## src/rtl/hevc_dequant_stream.sv

```systemverilog
// hevc_dequant_stream
// Streaming HEVC inverse quantizer with a flat scaling list (m = 16).
// A transform unit's configuration is loaded through the cfg handshake.
// Its levels then stream through a three-stage pipeline:
//   S1 multiplies the level by the scale.
//   S2 applies the per shift and adds the rounding offset.
//   S3 performs the bdShift arithmetic shift and clips to COEF_W bits.
// Scale, per, bdShift and the last flag ride along with every beat.
// Consecutive TUs with different configurations therefore never mix.

module hevc_dequant_stream #(
    parameter int LVL_W  = 16,
    parameter int COEF_W = 16,
    parameter int ACC_W  = 40
) (
    input  logic                     clk,
    input  logic                     rst_n,
    input  logic                     cfg_valid,
    output logic                     cfg_ready,
    input  logic [3:0]               cfg_per,
    input  logic [2:0]               cfg_rem,
    input  logic [2:0]               cfg_log2_size,
    input  logic [3:0]               cfg_bit_depth,
    output logic                     cfg_err,
    input  logic                     in_valid,
    output logic                     in_ready,
    input  logic signed [LVL_W-1:0]  in_level,
    output logic                     out_valid,
    input  logic                     out_ready,
    output logic signed [COEF_W-1:0] out_coef,
    output logic                     out_last
);

    typedef enum logic [0:0] {
        IDLE = 1'b0,
        RUN  = 1'b1
    } state_t;

    // Clip bounds, sign-extended to the accumulator width.
    localparam logic signed [ACC_W-1:0] COEF_MAX =
        {{(ACC_W-COEF_W+1){1'b0}}, {(COEF_W-1){1'b1}}};
    localparam logic signed [ACC_W-1:0] COEF_MIN =
        {{(ACC_W-COEF_W+1){1'b1}}, {(COEF_W-1){1'b0}}};
    localparam logic signed [ACC_W-1:0] ACC_ONE =
        {{(ACC_W-1){1'b0}}, 1'b1};

    // 16 * levelScale[rem], where levelScale = {40, 45, 51, 57, 64, 72}.
    function automatic logic [10:0] flat_scale(input logic [2:0] rem);
        logic [10:0] s;
        case (rem)
            3'd0:    s = 11'd640;
            3'd1:    s = 11'd720;
            3'd2:    s = 11'd816;
            3'd3:    s = 11'd912;
            3'd4:    s = 11'd1024;
            3'd5:    s = 11'd1152;
            default: s = 11'd0;
        endcase
        return s;
    endfunction

    // A configuration is legal only if every field lies inside its range.
    function automatic logic cfg_legal(input logic [3:0] per,
                                       input logic [2:0] rem,
                                       input logic [2:0] log2_size,
                                       input logic [3:0] bit_depth);
        logic ok;
        ok = (rem <= 3'd5) &&
             (log2_size >= 3'd2) && (log2_size <= 3'd5) &&
             (per <= 4'd10) &&
             (bit_depth >= 4'd8) && (bit_depth <= 4'd12);
        return ok;
    endfunction

    // Saturate the shifted accumulator into the signed COEF_W range.
    function automatic logic signed [COEF_W-1:0] clip_coef(
        input logic signed [ACC_W-1:0] r);
        logic signed [COEF_W-1:0] c;
        if (r > COEF_MAX) begin
            c = COEF_MAX[COEF_W-1:0];
        end else if (r < COEF_MIN) begin
            c = COEF_MIN[COEF_W-1:0];
        end else begin
            c = r[COEF_W-1:0];
        end
        return c;
    endfunction

    // Control state and latched per-TU configuration.
    state_t      state_r;
    state_t      state_nxt_s;
    logic [9:0]  cnt_r;
    logic [3:0]  per_r;
    logic [10:0] scale_r;
    logic [3:0]  bds_r;
    logic [2:0]  log2_r;

    // Pipeline registers.
    logic                    v1_r;
    logic signed [ACC_W-1:0] p1_r;
    logic [3:0]              per1_r;
    logic [3:0]              bds1_r;
    logic                    last1_r;
    logic                    v2_r;
    logic signed [ACC_W-1:0] q2_r;
    logic [3:0]              bds2_r;
    logic                    last2_r;

    // Combinational helpers.
    logic                    legal_s;
    logic                    cfg_fire_s;
    logic                    in_fire_s;
    logic                    adv1_s;
    logic                    adv2_s;
    logic                    adv3_s;
    logic [9:0]              last_idx_s;
    logic                    is_last_s;
    logic [3:0]              bds_new_s;
    logic signed [ACC_W-1:0] lvl_ext_s;
    logic signed [ACC_W-1:0] scale_ext_s;
    logic signed [ACC_W-1:0] p_s;
    logic signed [ACC_W-1:0] q_s;
    logic signed [ACC_W-1:0] r_s;

    assign legal_s    = cfg_legal(cfg_per, cfg_rem, cfg_log2_size, cfg_bit_depth);
    assign cfg_ready  = (state_r == IDLE);
    assign cfg_fire_s = cfg_valid & cfg_ready & legal_s;
    assign bds_new_s  = cfg_bit_depth + {1'b0, cfg_log2_size} - 4'd5;

    // Each stage moves when its successor is empty or is itself moving.
    assign adv3_s    = ~out_valid | out_ready;
    assign adv2_s    = ~v2_r | adv3_s;
    assign adv1_s    = ~v1_r | adv2_s;
    assign in_ready  = (state_r == RUN) & adv1_s;
    assign in_fire_s = in_valid & in_ready;

    // The final beat index is (1 << 2*log2_size) - 1, with at most 1024 beats.
    assign last_idx_s = 10'((11'd1 << {log2_r, 1'b0}) - 11'd1);
    assign is_last_s  = (cnt_r == last_idx_s);

    // Datapath: the level is sign-extended and the scale zero-extended.
    assign lvl_ext_s   = {{(ACC_W-LVL_W){in_level[LVL_W-1]}}, in_level};
    assign scale_ext_s = {{(ACC_W-11){1'b0}}, scale_r};
    assign p_s         = lvl_ext_s * scale_ext_s;
    assign q_s         = (p1_r <<< per1_r) + (ACC_ONE <<< (bds1_r - 4'd1));
    assign r_s         = q2_r >>> bds2_r;

    // FSM state register.
    always_ff @(posedge clk or negedge rst_n) begin
        if (!rst_n) begin
            state_r <= IDLE;
        end else begin
            state_r <= state_nxt_s;
        end
    end

    // FSM next-state logic: load a legal config, leave RUN on the last beat.
    always_comb begin
        state_nxt_s = state_r;
        case (state_r)
            IDLE: begin
                if (cfg_fire_s) begin
                    state_nxt_s = RUN;
                end else begin
                    state_nxt_s = IDLE;
                end
            end
            RUN: begin
                if (in_fire_s && is_last_s) begin
                    state_nxt_s = IDLE;
                end else begin
                    state_nxt_s = RUN;
                end
            end
            default: state_nxt_s = IDLE;
        endcase
    end

    // Latch the per-TU configuration on a legal config handshake.
    always_ff @(posedge clk or negedge rst_n) begin
        if (!rst_n) begin
            per_r   <= 4'd0;
            scale_r <= 11'd0;
            bds_r   <= 4'd0;
            log2_r  <= 3'd0;
        end else if (cfg_fire_s) begin
            per_r   <= cfg_per;
            scale_r <= flat_scale(cfg_rem);
            bds_r   <= bds_new_s;
            log2_r  <= cfg_log2_size;
        end
    end

    // Beat counter: cleared on config load, stepped on each accepted level.
    always_ff @(posedge clk or negedge rst_n) begin
        if (!rst_n) begin
            cnt_r <= 10'd0;
        end else if (cfg_fire_s) begin
            cnt_r <= 10'd0;
        end else if (in_fire_s) begin
            cnt_r <= cnt_r + 10'd1;
        end
    end

    // One-cycle error pulse in the cycle after a rejected config.
    always_ff @(posedge clk or negedge rst_n) begin
        if (!rst_n) begin
            cfg_err <= 1'b0;
        end else begin
            cfg_err <= cfg_valid & cfg_ready & ~legal_s;
        end
    end

    // Stage 1: multiply the level by the scale and capture the sideband.
    always_ff @(posedge clk or negedge rst_n) begin
        if (!rst_n) begin
            v1_r    <= 1'b0;
            p1_r    <= '0;
            per1_r  <= 4'd0;
            bds1_r  <= 4'd0;
            last1_r <= 1'b0;
        end else if (adv1_s) begin
            v1_r <= in_fire_s;
            if (in_fire_s) begin
                p1_r    <= p_s;
                per1_r  <= per_r;
                bds1_r  <= bds_r;
                last1_r <= is_last_s;
            end
        end
    end

    // Stage 2: apply the per shift and add the rounding offset.
    always_ff @(posedge clk or negedge rst_n) begin
        if (!rst_n) begin
            v2_r    <= 1'b0;
            q2_r    <= '0;
            bds2_r  <= 4'd0;
            last2_r <= 1'b0;
        end else if (adv2_s) begin
            v2_r <= v1_r;
            if (v1_r) begin
                q2_r    <= q_s;
                bds2_r  <= bds1_r;
                last2_r <= last1_r;
            end
        end
    end

    // Stage 3: arithmetic shift and clip; hold steady while stalled.
    always_ff @(posedge clk or negedge rst_n) begin
        if (!rst_n) begin
            out_valid <= 1'b0;
            out_coef  <= '0;
            out_last  <= 1'b0;
        end else if (adv3_s) begin
            out_valid <= v2_r;
            if (v2_r) begin
                out_coef <= clip_coef(r_s);
                out_last <= last2_r;
            end
        end
    end

endmodule

```

## config.mk

```make
export PLATFORM = sky130hd
export DESIGN_NAME = hevc_dequant_stream
export DESIGN_NICKNAME = d
export VERILOG_FILES = /design/src/rtl/hevc_dequant_stream.sv
export SDC_FILE = /design/constraint.sdc
export NUM_CORES = 1
export LEC_CHECK = 0
export CORE_ASPECT_RATIO = 1.75
export CORE_MARGIN = 10
export CORE_UTILIZATION = 60
export DETAILED_ROUTE_END_ITERATION = 10
export HOLD_SLACK_MARGIN = 0.02
export PLACE_DENSITY = 0.88
export SLEW_MARGIN = 10
export SYNTH_ARGS = -nofsm -noshare
export SYNTH_HDL_FRONTEND = slang
export SYNTH_SLANG_ARGS = --single-unit
```

## constraint.sdc

```tcl
create_clock -name clk -period 6.65 [get_ports clk]
set_input_delay 0.9975 -clock clk [delete_from_list [all_inputs] [get_ports clk]]
set_output_delay 0.9975 -clock clk [all_outputs]
set_load 0.05 [all_outputs]
```

## Word-level counts from Yosys, hierarchy flattened

Index checks and enable logic that the tools add are counted.

| word-level totals | value |
|---|---|
| register bits after elaboration | 148 |
| input bits | 35 |
| output and inout bits | 21 |
| logic and storage cells | 76 |

| operators by class | value |
|---|---|
| add/sub/neg operators | 6 |
| multipliers | 1 |
| order comparisons | 8 |
| eq/ne operators | 6 |
| shift operators | 4 |
| multiplexer cells | 8 |
| bitwise operators | 13 |
| reduce and logical (&&, ||, !) cells | 11 |

Operators with widths:

| kind | number |
|---|---|
| $pmux 11 s6 | 1 |
| $add 40x40->40 | 1 |
| $gt 40x16->1 const B | 1 |
| $lt 40x16->1 const B | 1 |
| $sshl 2x4->40 const A | 1 |
| $sshl 40x4->40 | 1 |
| $sshr 40x4->40 | 1 |
| $mux 16 | 2 |
| $mul 16x12->28 | 1 |
| $mux 10 | 2 |
| $add 10x1->10 const B | 1 |
| $eq 10x10->1 | 1 |
| $shl 1x4->10 const A | 1 |
| $sub 10x1->10 const B | 1 |
| $le 4x4->1 const B | 2 |
| $eq 3x2->1 const B | 2 |
| $eq 3x3->1 const B | 2 |
| $le 3x3->1 const B | 2 |
| $logic_and 1x1->1 | 6 |
| $reduce_and 2->1 | 3 |
| $and 1x1->1 | 5 |
| $not 1->1 | 5 |
| $add 4x3->4 | 1 |
| $ge 4x4->1 const B | 1 |
| other kinds (9) | 12 |

## Depth between registers and ports, before layout

Gate-level depths: netlist (run 1).

| logic depth | value |
|---|---|
| word-level depth | 9 |
| mapped depth | 22 |
| depth with buffers taken out | 21 |

## Least setup slack after synthesis (run 1)

No wires, ideal clock.

| timing | value |
|---|---|
| path kind | in2reg |
| from | input in_level[3] |
| to | register p1_r[38] |
| setup time | 95 ps |
| arrival time | 5476 ps |
| data required time | 6555 ps |
| path slack | 1079 ps |
| cell stages on the path | 17 |
| path buffers | 0 |
| path through | and2_1 fa_1 inv_1 fa_1 fa_1 inv_1 fa_1 ha_1 ha_1 nor2b_1 o31ai_1 a21oi_1 o211ai_1 a211oi_1 o311ai_0 a21oi_1 o31ai_1 |

| between the ends | value |
|---|---|
| word-level cells in the longest chain between the ends | 1 |

Ends and longest elaborated chain:

| item | line | source |
|---|---|---|
| start: declaration | 27 | `input logic signed [LVL_W-1:0] in_level,` |
| $mul 16x12->28 | 144 | `assign p_s = lvl_ext_s * scale_ext_s;` |
| end signal: assignment | 225 | `p1_r <= p_s;` |
| end: declaration | 100 | `logic signed [ACC_W-1:0] p1_r;` |

Every way passes these cells.
A chain may end at the register's enable or synchronous reset.

## Worst setup path after layout (run 1)

Ends and elaborated chain as after synthesis.

==> out/results.ini, run 1 <==
[die]
die_x_um=138
die_y_um=226
io-pin-count=56
coreArea_mm2=0.0240
row_count=75
initial_core_util_pct=60.9
die_area_mm2=0.0313

[worst_setup_path]
arrival_ns=6.49
cp.required_ns=6.99
crit_type=primary input to flop
critPathCaptureType=flop
cp-start-kind=primary input
cp-startpoint=in_level[3]
timing.rr.start=scale_r[8]
rr_worst_depth=17
crit_fanout=7

[clocking]
cts_hold_buf=0
cts.htree.levels=4
tritoncts=done
cts_resized=0
cts_sinks=128
clk_path_buf_depth=2
cts_buffers=17
insertion_delay_ns=0.44
clkTransAtPathRegs_ns=0.06
cts_root_buf=clkbuf_16
cts_setup_buffers=0

[min_path]
min-delay-start=state_r
whs_path_depth=1
worstHoldPathType=flop to flop

[global_route]
grt_max_degree=75
grt_overflow=0
grt_pass1_wl_um=57800
antenna_found_initial=0
grt_pass1_vias=12750
grtUsageTotal_pct=22.4

[placement]
place_hpwl_um=26600
port_buffers=55
place_congestion=0.989
dpl_cell_area_mm2=0.0152

[finish]
diodes=0
drive_gt1_share_pct=9.45
syn_to_final_growth_pct=8.43
finalInstanceArea_mm2=0.0159
final_nets=1860
n_fill_cell=1862

[timing]
hold_slack_ns=0.456
skew_ns=0.00784
period_share_pct=92.5
finalHoldViolCount=0
slew-limit-headroom_pct=24.8
layout_min_cycle_time_ns=6.15
worst_pin_slew_ns=1.13
finalSetupViolCount=0
rsz0062_at_grt=false
drv_slew=0
fin_tns_setup_ns=0
clock.fmax_mhz=163

[yosys]
synth.avg_cell_area_um2=8.94
synth_compound_area_share_pct=13.4
synth_edf_count=0
syn_nets=1859
synth_xor_area_share_pct=3.53
synthCells=1636
ys_seq_elements=128
synth_warnings=0
synth.area.mux_share_pct=14.5
synth_flop_cell=dfrtp_1
synth-adder-area-share_pct=20.6
async_flop_share_pct=100
synth_top_family_by_area=adder cells
ys_seq_area_share_pct=21.9
syn-cell-area_mm2=0.0146
synthSimpleGateAreaFrac_pct=19.4
synth_cell_types=85

[run_status]
status=finished clean

[routing]
vias_per_cell=6.17
drtPass1Iterations=8
wl_um=33900
dr.first_iter.drc_count=790
wl_per_cell_um=17.3
via_count=12082
ant_nets=0
drc_errors=0

[power]
leakagePower_nw=7.14
pwr_density_cell_mw_per_mm2=548
vdd_drop_max_uv=249

[run]
maxCapViolCount=0

registers in the layout, summed over array words and instances, names as in the netlist, 3 cells and up:
| name | cells |
|---|---|
| cnt_r | 10 |
| p1_r | 24 |
| bds1_r | 4 |
| bds_r | 4 |
| log2_r | 3 |
| out_coef | 16 |
| q2_r | 40 |
| scale_r | 7 |
| per_r | 4 |
| bds2_r | 4 |
| per1_r | 4 |
through the flow:
| step | instances | setup WS (ns) | total power [mW] | util [%] |
|---|---|---|---|---|
| after CTS | 1958 | 0.533 | 8.65 | 66.0 |
| after global routing | 1958 | 0.256 | 9.55 | 66.0 |
| after floorplan | 1636 | 1.08 | 6.33 | - |
| final | 1958 | 0.500 | 8.68 | 66.0 |
| after global placement | 1926 | 0.290 | 7.34 | 63.4 |
| after detailed placement | 1926 | 0.0848 | 7.62 | 63.4 |
critical path, stage by stage:
cell and delay (ns):
clkdlybuf4s50_1 0.49, and2_1 0.23, fa_1 0.55, inv_1 0.05, fa_1 0.46, fa_1 0.55
inv_1 0.05, fa_1 0.47, ha_1 0.30, ha_1 0.34, nor2b_1 0.16, o31ai_1 0.31
a21oi_1 0.17, o211ai_1 0.34, a211oi_1 0.18, o311ai_0 0.46, a21oi_1 0.14, o31ai_1 0.23
cell usage after synthesis, types with 13 or more instances:
library cell / instances / area share, %
o21ai_0: 101 / 3.5
clkbuf_1: 58 / 1.5
xnor2_1: 30 / 1.8
inv_1: 142 / 3.6
mux2_2: 40 / 3.1
o31ai_1: 13 / 0.67
mux4_2: 45 / 6.9
nor2_1: 95 / 2.4
and2_1: 109 / 4.7
nand3_1: 23 / 0.79
a21oi_1: 52 / 1.8
o22a_1: 14 / 0.84
dfrtp_1: 128 / 22
mux2i_1: 53 / 3.6
fa_1: 88 / 12
nand2b_1: 14 / 0.60
nand4_1: 13 / 0.56
ha_1: 100 / 8.6
xor2_1: 29 / 1.7
nand2_1: 251 / 6.4
a211oi_1: 13 / 0.67
nor3_1: 27 / 0.92
routing by layer:
layer	track usage (%)	part of all wire (%)	routed length, um
met1	22.6	37	12400
met2	42.9	56	19100
met3	2.70	2.9	993
met4	11.3	4.3	1450
met5	0	0	0
final cells by class:
cell class                      instances  area [um^2]  share of cell area [%]
Timing Repair Buffer                   70          661                    4.17
Inverter                              146          548                    3.46
Clock inverter                         15          184                    1.16
Clock buffer                           17          425                    2.68
Tap cell                              308          385                    2.43
Multi-Input combinational cell       1274        10400                    65.9
Sequential cell                       128         3210                    20.2
cells in the final DEF, fill, tap and decap left out, types with 4 or more instances in the layout:
cell type,n
and3_1,7
mux4_1,5
inv_1,142
xor2_1,29
nand4_1,13
dfrtp_1,126
a311oi_1,6
a21o_1,6
o41ai_1,5
xnor2_1,30
a21oi_1,52
o21ai_0,101
nand3_1,23
and2_1,109
nand2b_1,14
buf_4,16
nor2_1,95
o211ai_1,11
nor3_1,27
o21a_1,8
or4_1,4
nor4_1,9
clkbuf_16,17
o22ai_1,5
or3_1,11
a211oi_1,13
mux2_2,40
fa_1,88
mux4_2,45
clkdlybuf4s50_1,54
ha_1,100
mux2i_1,53
nand2_1,250
a31oi_1,9
clkinvlp_4,4
o311ai_0,8
nor2b_1,11
o31ai_1,13
o22a_1,14
path summary, 6_finish.rpt:
check	to	slack [ns]
max	p1_r[38]	0.50
min	cfg_err	0.46
max reg2reg	p1_r[38]	0.92
min reg2reg	cfg_err	0.46
max in group asynchronous	per1_r[1]	4.73
min in group asynchronous	q2_r[36]	0.68
power by group:
| group | internal [mW] | total [mW] | switching (mW) |
|---|---|---|---|
| combinational | 2.66 | 6.12 | 3.46 |
| sequential | 1.08 | 1.59 | 0.502 |
| clock | 0.593 | 0.971 | 0.377 |
logic make-up (layout without fill, tap and decap cells):
group	count (synthesis)	after routing
and+or+nand+nor	591	591
AOI/OAI and AO/OA	293	293
buffers and inverters	234	248
adders and majority gates	188	188
muxes	143	143
DFF	128	128
xor gates and xnor gates	59	59
Power figures use the tool's default switching activity.
==> inputs of run 2 (changes only) <==
ABC_CLOCK_PERIOD_IN_PS = 6650   (was not set)
==> results of run 2 <==
No change in the layout: final DEF, timing and power equal those of run 1.
